--- src/rtl/alu_op_arbiter.sv ---
// alu_op_arbiter: round-robin sharing of one ALU operation port between N_REQ requesters.
// One operation in flight; local arg_number check, result timeout and unsolicited-result counting.
module alu_op_arbiter #(
    parameter int unsigned N_REQ   = 4,
    parameter int unsigned RES_W   = 16,
    parameter int unsigned TIMEOUT = 1023
) (
    input  logic                clk,
    input  logic                rst_n,
    input  logic [N_REQ-1:0]    req_valid,
    output logic [N_REQ-1:0]    req_ready,
    input  logic [N_REQ*3-1:0]  req_cmd,
    input  logic [N_REQ*4-1:0]  req_arg_number,
    input  logic [N_REQ*80-1:0] req_data,
    output logic                alu_op_valid,
    input  logic                alu_op_ready,
    output logic [2:0]          alu_cmd,
    output logic [3:0]          alu_arg_number,
    output logic [79:0]         alu_data,
    input  logic                alu_res_valid,
    input  logic [RES_W-1:0]    alu_res_data,
    input  logic [7:0]          alu_res_status,
    output logic [N_REQ-1:0]    rsp_valid,
    output logic [RES_W-1:0]    rsp_data,
    output logic [7:0]          rsp_status,
    output logic [1:0]          rsp_err,
    output logic                busy,
    output logic [7:0]          drop_cnt
);

    localparam int unsigned IDX_W = (N_REQ > 1) ? $clog2(N_REQ) : 1;
    localparam int unsigned CAND_W = IDX_W + 1;
    localparam int unsigned TMR_W = (TIMEOUT > 1) ? $clog2(TIMEOUT + 1) : 1;
    localparam logic [TMR_W-1:0] TMR_LAST = TMR_W'(TIMEOUT - 1);
    localparam logic [IDX_W-1:0] IDX_MAX = IDX_W'(N_REQ - 1);

    typedef enum logic [1:0] {StIdle, StIssue, StWait, StResp} state_e;

    state_e state_q, state_d;

    logic [IDX_W-1:0]  rr_ptr_q;
    logic [IDX_W-1:0]  owner_q;
    logic [TMR_W-1:0]  timer_q;
    logic [2:0]        alu_cmd_q;
    logic [3:0]        alu_arg_number_q;
    logic [79:0]       alu_data_q;
    logic [RES_W-1:0]  rsp_data_q;
    logic [7:0]        rsp_status_q;
    logic [1:0]        rsp_err_q;
    logic [7:0]        drop_cnt_q;

    logic              grant_found;
    logic [IDX_W-1:0]  grant_idx;
    logic [CAND_W-1:0] cand;
    logic [2:0]        sel_cmd;
    logic [3:0]        sel_arg_number;
    logic [79:0]       sel_data;
    logic              arg_ok;
    logic              timer_expired;
    logic [IDX_W-1:0]  owner_next;

    // First valid requester at or after rr_ptr, wrapping modulo N_REQ.
    always_comb begin
        grant_found = 1'b0;
        grant_idx   = '0;
        cand        = '0;
        for (int k = 0; k < N_REQ; k++) begin
            cand = {1'b0, rr_ptr_q} + CAND_W'(k);
            if (cand >= CAND_W'(N_REQ)) begin
                cand = cand - CAND_W'(N_REQ);
            end
            if (!grant_found && req_valid[cand[IDX_W-1:0]]) begin
                grant_found = 1'b1;
                grant_idx   = cand[IDX_W-1:0];
            end
        end
    end

    always_comb begin
        sel_cmd        = req_cmd[grant_idx*3 +: 3];
        sel_arg_number = req_arg_number[grant_idx*4 +: 4];
        sel_data       = req_data[grant_idx*80 +: 80];
        arg_ok         = (sel_arg_number >= 4'd2) && (sel_arg_number <= 4'd10);
        timer_expired  = (timer_q == TMR_LAST);
        owner_next     = (owner_q == IDX_MAX) ? '0 : owner_q + IDX_W'(1);
    end

    always_ff @(posedge clk or negedge rst_n) begin
        if (!rst_n) begin
            state_q <= StIdle;
        end else begin
            state_q <= state_d;
        end
    end

    always_comb begin
        state_d = state_q;
        unique case (state_q)
            StIdle: begin
                if (grant_found) begin
                    state_d = arg_ok ? StIssue : StResp;
                end
            end
            StIssue: begin
                if (alu_op_ready) begin
                    state_d = StWait;
                end
            end
            StWait: begin
                if (alu_res_valid || timer_expired) begin
                    state_d = StResp;
                end
            end
            StResp:  state_d = StIdle;
            default: state_d = StIdle;
        endcase
    end

    always_comb begin
        req_ready    = '0;
        rsp_valid    = '0;
        alu_op_valid = (state_q == StIssue);
        busy         = (state_q != StIdle);
        if (state_q == StIdle && grant_found) begin
            req_ready[grant_idx] = 1'b1;
        end
        if (state_q == StResp) begin
            rsp_valid[owner_q] = 1'b1;
        end
    end

    always_ff @(posedge clk or negedge rst_n) begin
        if (!rst_n) begin
            rr_ptr_q         <= '0;
            owner_q          <= '0;
            timer_q          <= '0;
            alu_cmd_q        <= '0;
            alu_arg_number_q <= '0;
            alu_data_q       <= '0;
            rsp_data_q       <= '0;
            rsp_status_q     <= '0;
            rsp_err_q        <= '0;
        end else begin
            unique case (state_q)
                StIdle: begin
                    if (grant_found) begin
                        owner_q          <= grant_idx;
                        alu_cmd_q        <= sel_cmd;
                        alu_arg_number_q <= sel_arg_number;
                        alu_data_q       <= sel_data;
                        if (!arg_ok) begin
                            rsp_err_q    <= 2'b10;
                            rsp_data_q   <= '0;
                            rsp_status_q <= '0;
                        end
                    end
                end
                StIssue: begin
                    if (alu_op_ready) begin
                        timer_q <= '0;
                    end
                end
                StWait: begin
                    // A result arriving on the expiry cycle still wins over the timeout.
                    if (alu_res_valid) begin
                        rsp_err_q    <= 2'b00;
                        rsp_data_q   <= alu_res_data;
                        rsp_status_q <= alu_res_status;
                    end else if (timer_expired) begin
                        rsp_err_q    <= 2'b01;
                        rsp_data_q   <= '0;
                        rsp_status_q <= '0;
                    end else begin
                        timer_q <= timer_q + TMR_W'(1);
                    end
                end
                StResp:  rr_ptr_q <= owner_next;
                default: ;
            endcase
        end
    end

    // Results outside WAIT have no owner; count them and discard.
    always_ff @(posedge clk or negedge rst_n) begin
        if (!rst_n) begin
            drop_cnt_q <= '0;
        end else if (alu_res_valid && state_q != StWait && drop_cnt_q != 8'hFF) begin
            drop_cnt_q <= drop_cnt_q + 8'd1;
        end
    end

    assign alu_cmd        = alu_cmd_q;
    assign alu_arg_number = alu_arg_number_q;
    assign alu_data       = alu_data_q;
    assign rsp_data       = rsp_data_q;
    assign rsp_status     = rsp_status_q;
    assign rsp_err        = rsp_err_q;
    assign drop_cnt       = drop_cnt_q;

    req_ready_onehot_a: assert property (@(posedge clk) disable iff (!rst_n)
        $onehot0(req_ready));
    rsp_valid_onehot_a: assert property (@(posedge clk) disable iff (!rst_n)
        $onehot0(rsp_valid));
    op_stable_a: assert property (@(posedge clk) disable iff (!rst_n)
        (alu_op_valid && !alu_op_ready) |=>
        (alu_op_valid && $stable({alu_cmd, alu_arg_number, alu_data})));

endmodule

--- config.mk ---
export PLATFORM = sky130hd
export DESIGN_NAME = alu_op_arbiter
export DESIGN_NICKNAME = d
export VERILOG_FILES = /design/src/rtl/alu_op_arbiter.sv
export SDC_FILE = /design/constraint.sdc
export NUM_CORES = 1
export LEC_CHECK = 0
export BUFFER_PORTS_ARGS = -buffer_cell sky130_fd_sc_hd__buf_2
export CAP_MARGIN = 15
export CORE_AREA = 2 2 200 202
export CTS_BUF_LIST = sky130_fd_sc_hd__clkbuf_8 sky130_fd_sc_hd__clkbuf_16
export CTS_CLUSTER_SIZE = 20
export DETAILED_ROUTE_END_ITERATION = 10
export DIE_AREA = 0 0 202 204
export GPL_ROUTABILITY_DRIVEN = 0
export PLACE_DENSITY = 0.44
export RECOVER_POWER = 25
export SLEW_MARGIN = 20
export SYNTH_ARGS = -nofsm -noshare
export SYNTH_HDL_FRONTEND = slang
export SYNTH_SLANG_ARGS = --single-unit
--- constraint.sdc ---
create_clock -name clk -period 3.3 [get_ports clk]
set_clock_uncertainty 0.1 [all_clocks]
set_input_delay 0.495 -clock clk [delete_from_list [all_inputs] [get_ports clk]]
set_output_delay 0.495 -clock clk [all_outputs]
set_load 0.1 [all_outputs]
==> run summary <==
Max clock buf depth: 2
PD cells: 1299 nW/um^2
asr flop ratio synth: 1.000
max incr delay on CP: 0.69 ns
Syn Inst Count: 1183
status: complete, but fails checks
layout cells sized above 1: 0.3551
syn_nets: 1574
Slowest-stage cell, CP: or4_1
Final Critical Period: 3.104 ns
Crit Reg-Reg Startpoint: rr_ptr_q[1]$_DFFE_PN0P_
met3 WL: 2.638 mm
CTS Root Cell: clkbuf_16
Hold Crit Class: in -> reg
measured slew at the worst slew-check pin: 1.583 ns
GRT overflow: 0
# IOs: 511
Lkg Pwr: 6.536 nW
met2 WL: 16.16 mm
Residual DRC: 0
YS warnings: 0
first-pass GRT wire length: 53.26 mm
clock latency on the worst-skew pair: 0.43 ns
final setup fails: 0
die height: 204 um
PortBufs: 510
dpl cells: 2149
final setup margin: 0.1961 ns
Layout Area Growth over Synthesis: 44.92%
max_cap viols: 1
count of non-filler cells in the finished layout: 2182
R2R depth: 8
violated checks: max-capacitance violations, max-slew violations
via count: 9843
FF-to-FF End: rsp_data[10]$_DFFE_PN0P_
TritonCTS clock tree: yes
worst rel slew slack: -0.05541
area leader, netlist: dfrtp_1
EDFF count, synth: 0
DR WL/cell: 15.90 um
Post-Syn Area per Cell: 7.082 sq um
Num CTS Buffers: 17
Fin. Hold Viols: 0
DRT antenna net count: 0
Core Region: 39180 sq um
crit path from: rr_ptr_q[1]$_DFFE_PN0P_
most common cell in the netlist: nand2_1
Setup CP Type: reg -> out
Worst Path Required: 2.70 ns
uppermost routed layer: met5
WL final: 34.70 mm
top cells by count, synth: nand2_1 (525), nand3_1 (179), dfrtp_1 (137)
Setup Buffers After CTS: 0
Synth Register Bits: 137
startpoint type of the worst setup path: flip-flop
Area contributors post-synth: dfrtp_1 (41%), nand2_1 (24%), nand3_1 (11%), o21ai_0 (5.4%), clkbuf_1 (3.3%)
total iterations of the first detailed-routing run: 5
via count of the first global-routing pass: 9496
post-synthesis sequential area ratio: 0.4092
maximum vdd drop: 0.5838 mV
share of the synthesized area in the top cell type: 0.4092
row count: 73
H-tree levels: 4
Total GRT Usage: 0.1659
Tcrit/Tclk final: 0.9406
initial antenna violation count: 3
CP Capture Type: output pin
clock sink count: 137
die width: 202 um
Starting Density: 0.2138
largest net degree at the start of global routing: 102
reg-to-reg setup timing slack: 0.41 ns
CP endpoint: req_ready[1]
fmax: 322.2 MHz
Final Max Slew Viols: 57
count of different cell masters after synthesis: 50
Detailed Place HPWL: 26.63 mm
ys flop type: dfrtp_1
die area: 41210 sq um
Fillers: 4402
clock-pin slew on the worst setup and hold paths: 0.07 ns
CP Cell Sequence: or4_1, buf_4, and2_4, nor3_4, clkbuf_4
RSZ-0062 raised after global routing: false
Worst EP arrival: 2.51 ns
Hold Slack: 0.1996 ns
fin nets: 2035
Synth Cell Area: 8378 sq um
count of cells along the worst hold path: 2
WL met1: 14.85 mm
post-place setup slack: 0.1494 ns
drt initial violations: 409
CP max FO: 13
post-DR vias/cell: 4.511
[cell type report]
cell class	instances	area, sq um	area share
clock inverters	12	108.9	0.008965
flip-flops and latches	137	3428	0.2824
diodes	1	2.502	0.0002061
well taps	525	656.9	0.05410
inverters	7	26.28	0.002164
clock buffers	19	452.9	0.03730
repair buffers	533	2848	0.2345
multi-input cells	948	4618	0.3804
[power by group]
part	total [W]	internal (W)	switching, W
Sequential	0.00287	0.00244	0.000439
Combinational	0.0110	0.00219	0.00884
Clock	0.00186	0.00102	0.000836
[worst min path at each step]
stage,startpoint,end
floorplan,rst_n,alu_arg_number[0]$_DFFE_PN0P_
global placement,alu_data[47]$_DFFE_PN0P_,alu_data[47]$_DFFE_PN0P_
detailed placement,alu_data[62]$_DFFE_PN0P_,alu_data[62]$_DFFE_PN0P_
CTS,alu_res_data[13],rsp_data[13]$_DFFE_PN0P_
global route,alu_res_data[13],rsp_data[13]$_DFFE_PN0P_
finish,alu_res_data[13],rsp_data[13]$_DFFE_PN0P_
[per-stage QoR]
step | util | area, sq um | power, W | TNS (ns)
floorplan | - | 8468 | 0.01162 | -0.7322
global placement | 0.2956 | 11580 | 0.01403 | 0
detailed placement | 0.2956 | 11580 | 0.01406 | 0
CTS | 0.3102 | 12160 | 0.01599 | 0
global route | 0.3099 | 12140 | 0.01682 | 0
finish | 0.3099 | 12140 | 0.01577 | 0
[layout by cell type (no fill, tap or decap), drive strengths merged, types with 6 or more instances in the layout]
master / synthesis / layout
a32o: 25 / 25
ha: 11 / 11
nor2b: 6 / 6
inv: 7 / 14
nor2: 21 / 21
and2: 7 / 7
xnor2: 8 / 8
nand2: 525 / 525
xor2: 6 / 6
buf: 18 / 529
nor3: 7 / 7
dfrtp: 137 / 137
nand3: 180 / 180
o21ai: 91 / 91
clkbuf: 73 / 22
[state kept, by name, summed over array words and instances, names as in the netlist, 3 cells and up]
register,cells
drop_cnt,8
rsp_data,16
alu_data,80
alu_arg_number,4
alu_cmd,3
rsp_status,8
timer_q,10
[routing by layer]
layer | track usage | up-vias
li1 | - | 4875
met1 | 0.2052 | 4541
met2 | 0.2707 | 363
met3 | 0.05309 | 60
met4 | 0.05961 | 4
met5 | 0 | -
[logic make-up after synthesis]
family,after synthesis,synth area share
xor gates and xnor gates,14,0.01464
buffers and inverters,98,0.04764
muxes,5,0.006720
adders and majority gates,11,0.01643
and+or+nand+nor,770,0.3868
DFF,137,0.4092
AOI/OAI and AO/OA,148,0.1186
[worst max-delay path, delay by kind of cell, from the launching register on]
family	cells	cell delay [ns]
buffers and inverters	2	0.58
flip-flops	1	0.50
AND/OR/NAND/NOR	3	1.00
[what timing repair did]
item	4_1_cts	5_1_grt
resized for setup	0	1
hold buffers	1	0
hold endpoints to repair	54	0
setup endpoints to repair	0	1
No activity file was read; power rests on OpenSTA's default activity.
